## src/rtl/esm_pkg.sv

```systemverilog
// Shared types and helpers for the ESM instruction buffer.
package esm_pkg;

    localparam int INSTR_W_DEFAULT = 32;
    localparam int BS_DEFAULT      = 16;
    // Widest slot vector popcount() is able to accept.
    localparam int POPCNT_MAX      = 256;

    typedef enum logic [1:0] {
        RUN   = 2'd0,
        DRAIN = 2'd1,
        DONE  = 2'd2
    } ibuf_state_e;

    function automatic int unsigned popcount(input logic [POPCNT_MAX-1:0] v);
        int unsigned n;
        n = 0;
        for (int i = 0; i < POPCNT_MAX; i++) begin
            n += {31'd0, v[i]};
        end
        return n;
    endfunction

endpackage

```

## src/rtl/esm_free_slot_enc.sv

```systemverilog
// Lowest-zero priority encoder: the first free slot in an occupancy vector.
module esm_free_slot_enc
    import esm_pkg::*;
#(
    parameter  int bs    = BS_DEFAULT,
    localparam int IDX_W = $clog2(bs)
) (
    input  logic [0:bs-1]    occupied,
    output logic [IDX_W-1:0] free_idx,
    output logic             any_free
);

    // Walk from the top so the lowest free index is the one left standing.
    always_comb begin
        free_idx = '0;
        any_free = 1'b0;
        for (int i = bs - 1; i >= 0; i--) begin
            if (!occupied[i]) begin
                free_idx = IDX_W'(i);
                any_free = 1'b1;
            end
        end
    end

endmodule

```

## src/rtl/esm_instr_buffer.sv

```systemverilog
// Slot-allocating instruction buffer between fetch and dependency analysis.
// Optional stall statistics counter: define ESM_IBUF_STATS_EN.
module esm_instr_buffer
    import esm_pkg::*;
#(
    parameter  int Instruction_word_size = INSTR_W_DEFAULT,
    parameter  int bs                    = BS_DEFAULT,
    localparam int IDX_W                 = $clog2(bs),
    localparam int CNT_W                 = IDX_W + 1
) (
    input  logic                             clk,
    input  logic                             rst,
    input  logic                             in_valid,
    output logic                             in_ready,
    input  logic [Instruction_word_size-1:0] in_instr,
    input  logic                             in_regwrite,
    input  logic                             in_alusrc,
    output logic [Instruction_word_size-1:0] Instr_out,
    output logic                             RegWrite_out,
    output logic                             ALUSrc_out,
    output logic                             wr_strobe,
    output logic [IDX_W-1:0]                 buffer_index,
    output logic [0:bs-1]                    valid_entries,
    input  logic [0:bs-1]                    retire_mask,
    input  logic                             drain,
    output logic                             drain_done,
    output logic [CNT_W-1:0]                 count,
    output logic                             full,
    output logic                             empty,
    output logic [31:0]                      stall_cycles
);

    ibuf_state_e      state;
    logic [IDX_W-1:0] free_idx;
    logic             any_free;
    logic             accept;
    logic [0:bs-1]    alloc_onehot;

    esm_free_slot_enc #(.bs(bs)) u_free_enc (
        .occupied (valid_entries),
        .free_idx (free_idx),
        .any_free (any_free)
    );

    assign count    = CNT_W'(popcount(POPCNT_MAX'(valid_entries)));
    assign full     = (count == CNT_W'(bs));
    assign empty    = (count == '0);
    assign in_ready = (state == RUN) && !full;
    assign accept   = in_valid && in_ready && any_free;

    always_comb begin
        alloc_onehot           = '0;
        alloc_onehot[free_idx] = accept;
    end

    // The allocated slot was free before the edge, so retire and allocate never collide.
    always_ff @(posedge clk or negedge rst) begin
        if (!rst) begin
            valid_entries <= '0;
            wr_strobe     <= 1'b0;
            Instr_out     <= '0;
            RegWrite_out  <= 1'b0;
            ALUSrc_out    <= 1'b0;
            buffer_index  <= '0;
        end else begin
            valid_entries <= (valid_entries & ~retire_mask) | alloc_onehot;
            wr_strobe     <= accept;
            if (accept) begin
                Instr_out    <= in_instr;
                RegWrite_out <= in_regwrite;
                ALUSrc_out   <= in_alusrc;
                buffer_index <= free_idx;
            end
        end
    end

    always_ff @(posedge clk or negedge rst) begin
        if (!rst) begin
            state      <= RUN;
            drain_done <= 1'b0;
        end else begin
            drain_done <= (state == DRAIN) && empty;
            case (state)
                RUN:     if (drain) state <= DRAIN;
                DRAIN:   if (empty) state <= DONE;
                DONE:    state <= RUN;
                default: state <= RUN;
            endcase
        end
    end

`ifdef ESM_IBUF_STATS_EN
    logic [31:0] stall_q;

    always_ff @(posedge clk or negedge rst) begin
        if (!rst) begin
            stall_q <= '0;
        end else if (in_valid && !in_ready && (stall_q != '1)) begin
            stall_q <= stall_q + 32'd1;
        end
    end

    assign stall_cycles = stall_q;
`else
    assign stall_cycles = '0;
`endif

endmodule

```

## config.mk

```make
export PLATFORM = sky130hd
export DESIGN_NAME = esm_instr_buffer
export DESIGN_NICKNAME = d
export VERILOG_FILES = /design/src/rtl/esm_pkg.sv /design/src/rtl/esm_free_slot_enc.sv /design/src/rtl/esm_instr_buffer.sv
export SDC_FILE = /design/constraint.sdc
export NUM_CORES = 1
export LEC_CHECK = 0
export CAP_MARGIN = 40
export CORE_ASPECT_RATIO = 0.8
export CORE_UTILIZATION = 40
export DETAILED_ROUTE_END_ITERATION = 6
export PLACE_DENSITY = 0.89
export SLEW_MARGIN = 20
export SYNTH_ARGS = -nofsm -noshare
export SYNTH_HDL_FRONTEND = slang
export SYNTH_SLANG_ARGS = --single-unit
```

## constraint.sdc

```tcl
create_clock -name clk -period 6 [get_ports clk]
set_input_delay 1.8 -clock clk [delete_from_list [all_inputs] [get_ports clk]]
set_output_delay 1.8 -clock clk [all_outputs]
set_load 0.01 [all_outputs]
```

# Yosys cells after proc, flatten, opt, wreduce, memory -nomap -nowiden
# Cells that the tools add are included.
# word_totals
register_bits,58
inputBits,54
output_inout_bits,96
# classes
addsub,15
magnitude_cmp,2
n_eq_ne,4
mux,37
bitwise_logic,5
n_reduce_logical,9
# ops
op,n
$mux 4,16
$add 5x1->5,11
$and 16x16->16,2
$mux 1,17
$not 16->16,1
$or 16x16->16,1
$add 4x1->5,1
$eq 5x5->1 const B,1
$ge 5x5->1 const B,1
$logic_and 1x1->1,5
$logic_not 5->1,1
$lt 5x1->1 const B,1
$not 4->5,1
$add 3x1->4,1
$demux 1 s4,1
$mux 2,2
$ne 2x2->1 const B,2
$pmux 2 s2,1
$add 2x1->3,1
$add 1x1->2,1
$eq 2x1->1 const B,1
$logic_not 2->1,1
$reduce_and 2->1,1
$logic_not 1->1,1

# Longest topological paths before layout
# Gate-level depths: netlist of the first run.
# depth
depth_word,23
mapped_depth,16

# Modules after synthesis
# Synthesis of the first run repeated with hierarchy kept, for this count alone.
# unflattened
hier_cells,261
hier_area_um2,3193.1
# modules_own_cells
mod,instances,cells_per_inst,area_per_inst_um2,seq_area_each_um2
esm_instr_buffer,1,227,3026.7,1451.4
esm_free_slot_enc,1,34,166.4,0.0

# Worst setup path before layout of the first run
# No wires, ideal clock.
# synth_timing
kind,register to output
startpoint,register valid_entries[10] (netlist name)
endpoint,output port in_ready
arrival_ns,3.999
required_ns,4.200
setup_slack_ns,0.201
stages_incl_launch_ff,15
path_buffers,0
cell_sequence,dfrtp_1 -> inv_1 -> fa_1 -> inv_1 -> fa_1 -> fa_1 -> inv_1 -> fa_1 -> inv_1 -> ha_1 -> fa_1 -> and2_4 -> o211ai_2 -> nor2_1 -> nor3_1
# synth_via
elab_chain_len,14
# synth_rtl
item,line_no,rtl
from (decl),esm_instr_buffer.sv:23,"output logic [0:bs-1] valid_entries,"
from (signal assigned),esm_instr_buffer.sv:66,valid_entries <= (valid_entries & ~retire_mask) | alloc_onehot;
$add 5x1->5 (11 in series),esm_pkg.sv:19,"n += {31'd0, v[i]};"
$eq 5x5->1,esm_instr_buffer.sv:46,assign full = (count == CNT_W'(bs));
named net full,esm_instr_buffer.sv:28,"output logic full,"
$logic_not 1->1,esm_instr_buffer.sv:48,assign in_ready = (state == RUN) && !full;
$logic_and 1x1->1,esm_instr_buffer.sv:48,
to (decl),esm_instr_buffer.sv:14,"output logic in_ready,"
# The timed path passes the listed nets, and every way through them passes these cells.

# Worst setup path after layout of the first run
# layout_timing
startpoint,register valid_entries[4] (netlist name)
endpoint,output port in_ready
# layout_via
elab_chain_len,8
# layout_rtl
item,line_no
$add 5x1->5 (5 in series),esm_pkg.sv:19
$eq 5x5->1,esm_instr_buffer.sv:46
$logic_not 1->1,esm_instr_buffer.sv:48
$logic_and 1x1->1,esm_instr_buffer.sv:48
# Every way passes these cells.

==> flow_summary_export.csv, run 1 <==
group,metric,value,unit
timing,transition_time_at_the_pin_with_the_least_slew_margin,749,ps
setup_path,top_delay_family_on_crit_path,"adder cells",
setup_path,worst_path_largest_cell_delay,540,ps
power,seqPwrFrac,0.343,
worst_hold_path,hold_path_depth,1,
clock_tree,tritoncts_num_sinks,58,
clock_tree,ctsLongestPathBuffers,2,
power,irDropWorstVdd,0.231,mV
place,placedInstanceArea,4410,um2
detailed_routing,ant_nets,0,
setup_path,timing.critical_path.buf_inv,6,
global_route,antenna_violations_before_repair,0,
clock_tree,clk_latency_worst_skew_pair,340,ps
power,power.share.clock,0.199,
power,power_leakage,2.08,nW
clock_tree,tritoncts,"built",
global_route,vias_in_the_first_global_route,2481,
die,boundaryPins,150,
power,internal_power,1.23,mW
synth,syn_avg_cell_area,11.8,um2
detailed_routing,detail_route.vias_per_cell,4.80,
timing,finalMaxSlewViolations,0,
detailed_routing,firstDrtPassIters,4,
timing,final_critical_path_setup_slack,1.45,ps
power,power.switching,0.579,mW
detailed_routing,detail_route.wirelength,8.23,mm
global_route,gr-usage-all-layers,0.206,
timing,fin_skew,11.8,ps
die,fp.dieArea,8170,um2
timing,hold_viol,0,
timing,setup_tns,0,ps
detailed_routing,route.vias.total,2493,
place,dp.cells,500,
cells_and_area,area_growth_syn_to_layout,50.5,%
setup_path,worst-path-stages,16,
die,number_of_standard_cell_rows_in_the_floorplan,28,
setup_path,critical_path_peak_fanout,2,
setup_path,worst_path_most_repeated_cell,"sky130_fd_sc_hd__fa_1",
detailed_routing,wl_per_cell,15.8,um
worst_hold_path,hold_path.class,"reg -> reg",
place,preCtsSetupSlack,-227,ps
cells_and_area,layout_common_cells,"sky130_fd_sc_hd__clkdlybuf4s50_1 (109), sky130_fd_sc_hd__dfrtp_1 (58), sky130_fd_sc_hd__mux2_2 (33)",
power,p_sw_frac,0.320,
synth,yosys_register_bits,58,
synth,synth-edff-count,0,
timing,setup_viol_count_final,0,
timing,min_tclk_post_route,6000,ps
setup_path,worstPathArrival,4200,ps
die,initial_utilization,0.419,
die,die_w,101,um
place,gpl.final_weighted_congestion,0.947,
global_route,grt_overflow,0,
timing,rsz0062_at_grt,"yes",
timing,timing.slew.headroom,0.501,
clock_tree,clk_pin_slew,60,ps
place,numPortBuffers,117,
synth,synth.distinct_cells,51,
place,hpwlAfterDp,6.19,mm
clock_tree,clk_root_buffer_cell,"sky130_fd_sc_hd__clkbuf_8",
clock_tree,cts.hold.buffers_added,0,
cells_and_area,stdcell_count,519,
setup_path,slowest_cp_cell,"sky130_fd_sc_hd__fa_1",
status,run_status,"finished, final reports clean",
setup_path,crit_path_cell_trace,"fa_1 > inv_1 > fa_1 > inv_1 > fa_1 > inv_1 > fa_1 > inv_2 > ha_4 > fa_2 > and2_4 > buf_6 > o211ai_4 > nor2_4 > nor3_2 > buf_2",
power,part_of_the_total_power_dissipated_in_combinational_logic,0.458,
clock_tree,htree_num_levels,3,
synth,async_sr_flop_fraction,1.00,
synth,synth_seq_area_share,0.465,
detailed_routing,dr.first_iter.drc_count,85,
cells_and_area,diodes,0,
cells_and_area,post_route_cells_drive_above_1_share,0.229,
timing,max_freq,0.167,GHz
global_route,global_route_wire_length_before_repair,12.6,mm
run,max_cap_violations,0,
synth,postSynthCellCount,264,
cells_and_area,finish.instance_area,4700,um2
synth,netlist_area_before_placement,3120,um2
die,fp.coreArea,7460,um2
setup_path,reg2reg_path_depth,20,
die,die_y,81.0,um
detailed_routing,remaining_drc_errors,0,
setup_path,worst-r2r-setup-slack,890,ps
setup_path,crit_path_start_kind,"register",
setup_path,endpoint_kind,"output pin",
setup_path,setup.worst_path.class,"reg -> out",
cells_and_area,leading_cell_type_in_the_layout_fill_and_taps_excluded,"sky130_fd_sc_hd__clkdlybuf4s50_1",
power,power.density,385,nW/um2
clock_tree,total_cts_buffers,9,
setup_path,critical_path_required,4200,ps
synth,postSynth.topFlopCell,"sky130_fd_sc_hd__dfrtp_1",
global_route,grt_start_max_net_pins,59,
timing,fin_crit_share,1.00,
synth,yosys_warnings,0,
cells_and_area,nNetsFinal,480,
kinds of logic (layout without fill, tap and decap cells):
logic type,count (synthesis),after routing,share of synthesized area
other cells,1,32,0.00120
compound gates,41,41,0.0989
fa+ha+maj,17,17,0.0921
flops,58,58,0.465
xor+xnor,2,2,0.00561
simple gates,45,45,0.0873
buf+inv,64,183,0.121
mux,36,36,0.129
stage by stage:
| step | util | hold WS (ps) | power [mW] |
|---|---|---|---|
| final | 0.630 | 508 | 1.81 |
| after global routing | 0.630 | 517 | 1.93 |
| after CTS | 0.619 | 505 | 1.81 |
| after detailed placement | 0.591 | 494 | 1.45 |
| after global placement | 0.591 | 468 | 1.42 |
| after floorplan | - | 454 | 1.01 |
state kept, by name, summed over array words and instances, names as in the netlist:
name,count
Instr_out,32
valid_entries,16
buffer_index,4
state,2
ALUSrc_out,1
RegWrite_out,1
drain_done,1
wr_strobe,1
metal layers:
metal	GRT usage	routed length (um)
met3	0.0525	528
met4	0.0594	95
met2	0.358	4200
met5	0	0
met1	0.257	3400
path summary, 6_finish.rpt:
kind                                       start                to
worst max-delay path            valid_entries[4]          in_ready
worst min-delay path               Instr_out[13]     Instr_out[13]
worst max register to register  valid_entries[4]     Instr_out[12]
worst min register to register     Instr_out[13]     Instr_out[13]
max in group asynchronous                    rst  valid_entries[6]
min in group asynchronous                    rst     Instr_out[20]
cells in the mapped netlist (all sizes together) (7+ instances only):
master,count,share of area
o21ai,7,0.011
inv,27,0.032
ha,7,0.028
dfrtp,58,0.46
buf,37,0.089
mux2,34,0.12
nand2,9,0.011
nor2,7,0.011
fa,10,0.064
cell type report:
| class | count | area [um2] |
|---|---|---|
| multi-input cells | 173 | 1500 |
| repair buffers | 140 | 1330 |
| flip-flops and latches | 58 | 1450 |
| clock buffers | 11 | 141 |
| fillers | 613 | 2760 |
| clock inverters | 5 | 53.8 |
| well taps | 105 | 131 |
| inverters | 27 | 101 |
power by group through the flow:
| stage | clock [mW] | sequential [mW] | combinational, mW |
|---|---|---|---|
| finish | 0.361 | 0.620 | 0.828 |
| global route | 0.396 | 0.639 | 0.893 |
| CTS | 0.374 | 0.621 | 0.814 |
| detailed placement | 0 | 0.628 | 0.824 |
| global placement | 0 | 0.616 | 0.802 |
| floorplan | 0 | 0.690 | 0.324 |
what timing repair did:
item | in CTS | in global routing
setup endpoints to repair | 6 | 6
pin swaps | 4 | 4
buffers inserted | 2 | 1
gates resized for setup | 20 | 16
Power figures use the tool's default switching activity.
==> run 2: changes to the inputs <==
--- a/config.mk
+++ b/config.mk
@@ -9,6 +9,7 @@
 export CORE_ASPECT_RATIO = 0.8
 export CORE_UTILIZATION = 40
 export DETAILED_ROUTE_END_ITERATION = 6
+export MAX_ROUTING_LAYER = met4
 export PLACE_DENSITY = 0.89
 export SLEW_MARGIN = 20
 export SYNTH_ARGS = -nofsm -noshare
==> run 2 against run 1 <==
Compared with the run above: the run now ends with negative setup slack left; hold slack got worse by 12 ps; largest cell class unchanged; combinational power barely moved; register-to-register slack improved by 100 ps; fmax decreased by 0.89%; wire length down 1.1%; core utilization fell by 0.10 points; cell count did not move; sequential share of layout area hardly changed; first-iteration DRC count fell by 22%.
==> flow_summary_export.csv, run 2 (synthesized netlist as in run 1, its figures left out) <==
group,metric,value,unit
timing,fin_skew,12.0,ps
global_route,gr-usage-all-layers,0.214,
detailed_routing,detail_route.wirelength,8.14,mm
detailed_routing,firstDrtPassIters,4,
global_route,vias_in_the_first_global_route,2541,
clock_tree,clk_latency_worst_skew_pair,330,ps
power,power_leakage,2.09,nW
setup_path,timing.critical_path.buf_inv,5,
setup_path,worst_path_most_repeated_cell,"sky130_fd_sc_hd__fa_1",
setup_path,critical_path_peak_fanout,2,
global_route,gr-usage-met1,0.263,
detailed_routing,route.vias.total,2463,
detailed_routing,dr.first_iter.drc_count,66,
die,fp.coreArea,7460,um2
detailed_routing,wl_per_cell,15.7,um
die,initial_utilization,0.419,
setup_path,slowest_cp_cell,"sky130_fd_sc_hd__fa_1",
cells_and_area,diodes,0,
cells_and_area,post_route_cells_drive_above_1_share,0.229,
clock_tree,ctsLongestPathBuffers,2,
die,die_y,81.0,um
clock_tree,tritoncts,"built",
clock_tree,clk_pin_slew,70,ps
global_route,global_route_wire_length_before_repair,12.7,mm
global_route,grt_overflow,0,
place,gpl.final_weighted_congestion,0.959,
setup_path,crit_path_cell_trace,"fa_1 > inv_1 > fa_1 > inv_1 > fa_1 > inv_1 > fa_1 > inv_2 > ha_4 > fa_2 > and2_4 > o21a_4 > nor4b_4 > buf_2",
cells_and_area,reg_top3,"Instr_out: 32 flops, valid_entries: 16 flops, buffer_index: 4 flops",
clock_tree,tritoncts_num_sinks,58,
die,number_of_standard_cell_rows_in_the_floorplan,28,
clock_tree,htree_num_levels,3,
run,max_cap_violations,0,
cells_and_area,reg_with_most_ffs,"Instr_out",
timing,min_tclk_post_route,6050,ps
setup_path,worst_path_largest_cell_delay,540,ps
power,irDropWorstVdd,0.212,mV
worst_hold_path,hold_path_depth,1,
timing,hold_viol,0,
timing,transition_time_at_the_pin_with_the_least_slew_margin,727,ps
place,numPortBuffers,117,
status,run_status,"complete, but fails checks",
detailed_routing,remaining_drc_errors,0,
cells_and_area,area_growth_syn_to_layout,50.3,%
setup_path,setup.worst_path.class,"reg -> out",
place,hpwlAfterDp,6.15,mm
setup_path,worstPathArrival,4250,ps
global_route,global_route_hottest_layer,"met2",
cells_and_area,nNetsFinal,480,
worst_hold_path,hold_path.class,"reg -> reg",
timing,finalMaxSlewViolations,0,
power,power.density,388,nW/um2
global_route,grt_start_max_net_pins,59,
setup_path,top_delay_family_on_crit_path,"adder cells",
cells_and_area,number_of_flip_flops_under_the_largest_register_name,32,
cells_and_area,finish.instance_area,4700,um2
status,violations,"negative setup slack",
setup_path,endpoint_kind,"output pin",
timing,rsz0062_at_grt,"yes",
timing,fin_crit_share,1.01,
detailed_routing,detail_route.vias_per_cell,4.75,
die,boundaryPins,150,
timing,final_critical_path_setup_slack,-52.4,ps
timing,max_freq,0.165,GHz
timing,timing.slew.headroom,0.515,
cells_and_area,layout_common_cells,"sky130_fd_sc_hd__clkdlybuf4s50_1 (109), sky130_fd_sc_hd__dfrtp_1 (58), sky130_fd_sc_hd__mux2_2 (33)",
clock_tree,clk_root_buffer_cell,"sky130_fd_sc_hd__clkbuf_8",
setup_path,reg2reg_path_depth,20,
global_route,grt_use_met2,0.354,
detailed_routing,ant_nets,0,
timing,setup_viol_count_final,1,
setup_path,critical_path_required,4200,ps
timing,setup_tns,-52.4,ps
die,fp.dieArea,8170,um2
clock_tree,total_cts_buffers,9,
place,placedInstanceArea,4410,um2
cells_and_area,leading_cell_type_in_the_layout_fill_and_taps_excluded,"sky130_fd_sc_hd__clkdlybuf4s50_1",
die,die_w,101,um
cells_and_area,layout.filler_cells,615,
setup_path,crit_path_start_kind,"register",
global_route,antenna_violations_before_repair,0,
setup_path,worst-path-stages,14,
clock_tree,cts.hold.buffers_added,0,
global_route,groute.layer.met3.usage,0.0628,
power,power,1.82,mW
==> run 2: final timing paths <==
path	from	to	slack (ps)
max	valid_entries[4]	empty	-50
min	state[1]	state[0]	500
max reg2reg	valid_entries[4]	Instr_out[8]	990
min reg2reg	state[1]	state[0]	500
max in group asynchronous	rst	valid_entries[10]	3900
min in group asynchronous	rst	ALUSrc_out	1620
==> run 2: timing repair <==
action	CTS	global route
setup buffers	1	2
resized for setup	19	13
gates cloned	0	0
pin swaps	3	5
setup endpoints to repair	6	6
==> run 2: cell type report <==
type,instances,area [um2],area share
Tap cell,105,131,0.0280
Clock inverter,4,48.8,0.0104
Sequential cell,58,1450,0.309
Timing Repair Buffer,140,1320,0.282
Clock buffer,12,165,0.0352
Inverter,27,101,0.0216
Multi-Input combinational cell,173,1470,0.314
==> run 2: power breakdown <==
group / switching (mW) / internal, mW / leakage [nW]
clock network: 0.155 / 0.225 / 0.112
registers: 0.0795 / 0.538 / 0.723
logic: 0.338 / 0.488 / 1.25
total: 0.572 / 1.25 / 2.09
==> run 2: through the flow <==
stage	utilization	worst slack, ps	std cells	hold slack (ps)
after detailed placement	0.591	-217	500	480
after floorplan	-	201	295	454
after global placement	0.591	-60.1	500	468
final	0.629	-52.4	519	496
after global routing	0.629	-218	519	514
after CTS	0.621	-135	517	488
==> run 2: worst register-to-register path, stage by stage (launching register included) <==
cell and delay, ps:
sky130_fd_sc_hd__dfrtp_1 400, sky130_fd_sc_hd__fa_1 540, sky130_fd_sc_hd__inv_1 50, sky130_fd_sc_hd__fa_1 470, sky130_fd_sc_hd__inv_1 50, sky130_fd_sc_hd__fa_1 470, sky130_fd_sc_hd__inv_1 50, sky130_fd_sc_hd__fa_1 480
sky130_fd_sc_hd__inv_2 50, sky130_fd_sc_hd__ha_4 160, sky130_fd_sc_hd__fa_2 350, sky130_fd_sc_hd__buf_6 150, sky130_fd_sc_hd__nor3b_4 170, sky130_fd_sc_hd__o211ai_2 110, sky130_fd_sc_hd__buf_4 150, sky130_fd_sc_hd__buf_4 110
sky130_fd_sc_hd__buf_4 130, sky130_fd_sc_hd__o211ai_4 310, sky130_fd_sc_hd__nor2_4 60, sky130_fd_sc_hd__buf_4 270, sky130_fd_sc_hd__mux2_1 370
==> run 2: metal layers <==
metal | part of all wire | vias up
met3 | 0.063 | 8
met4 | 0.0080 | 0
met2 | 0.50 | 110
met5 | 0 | -
li1 | - | 1145
met1 | 0.43 | 1200
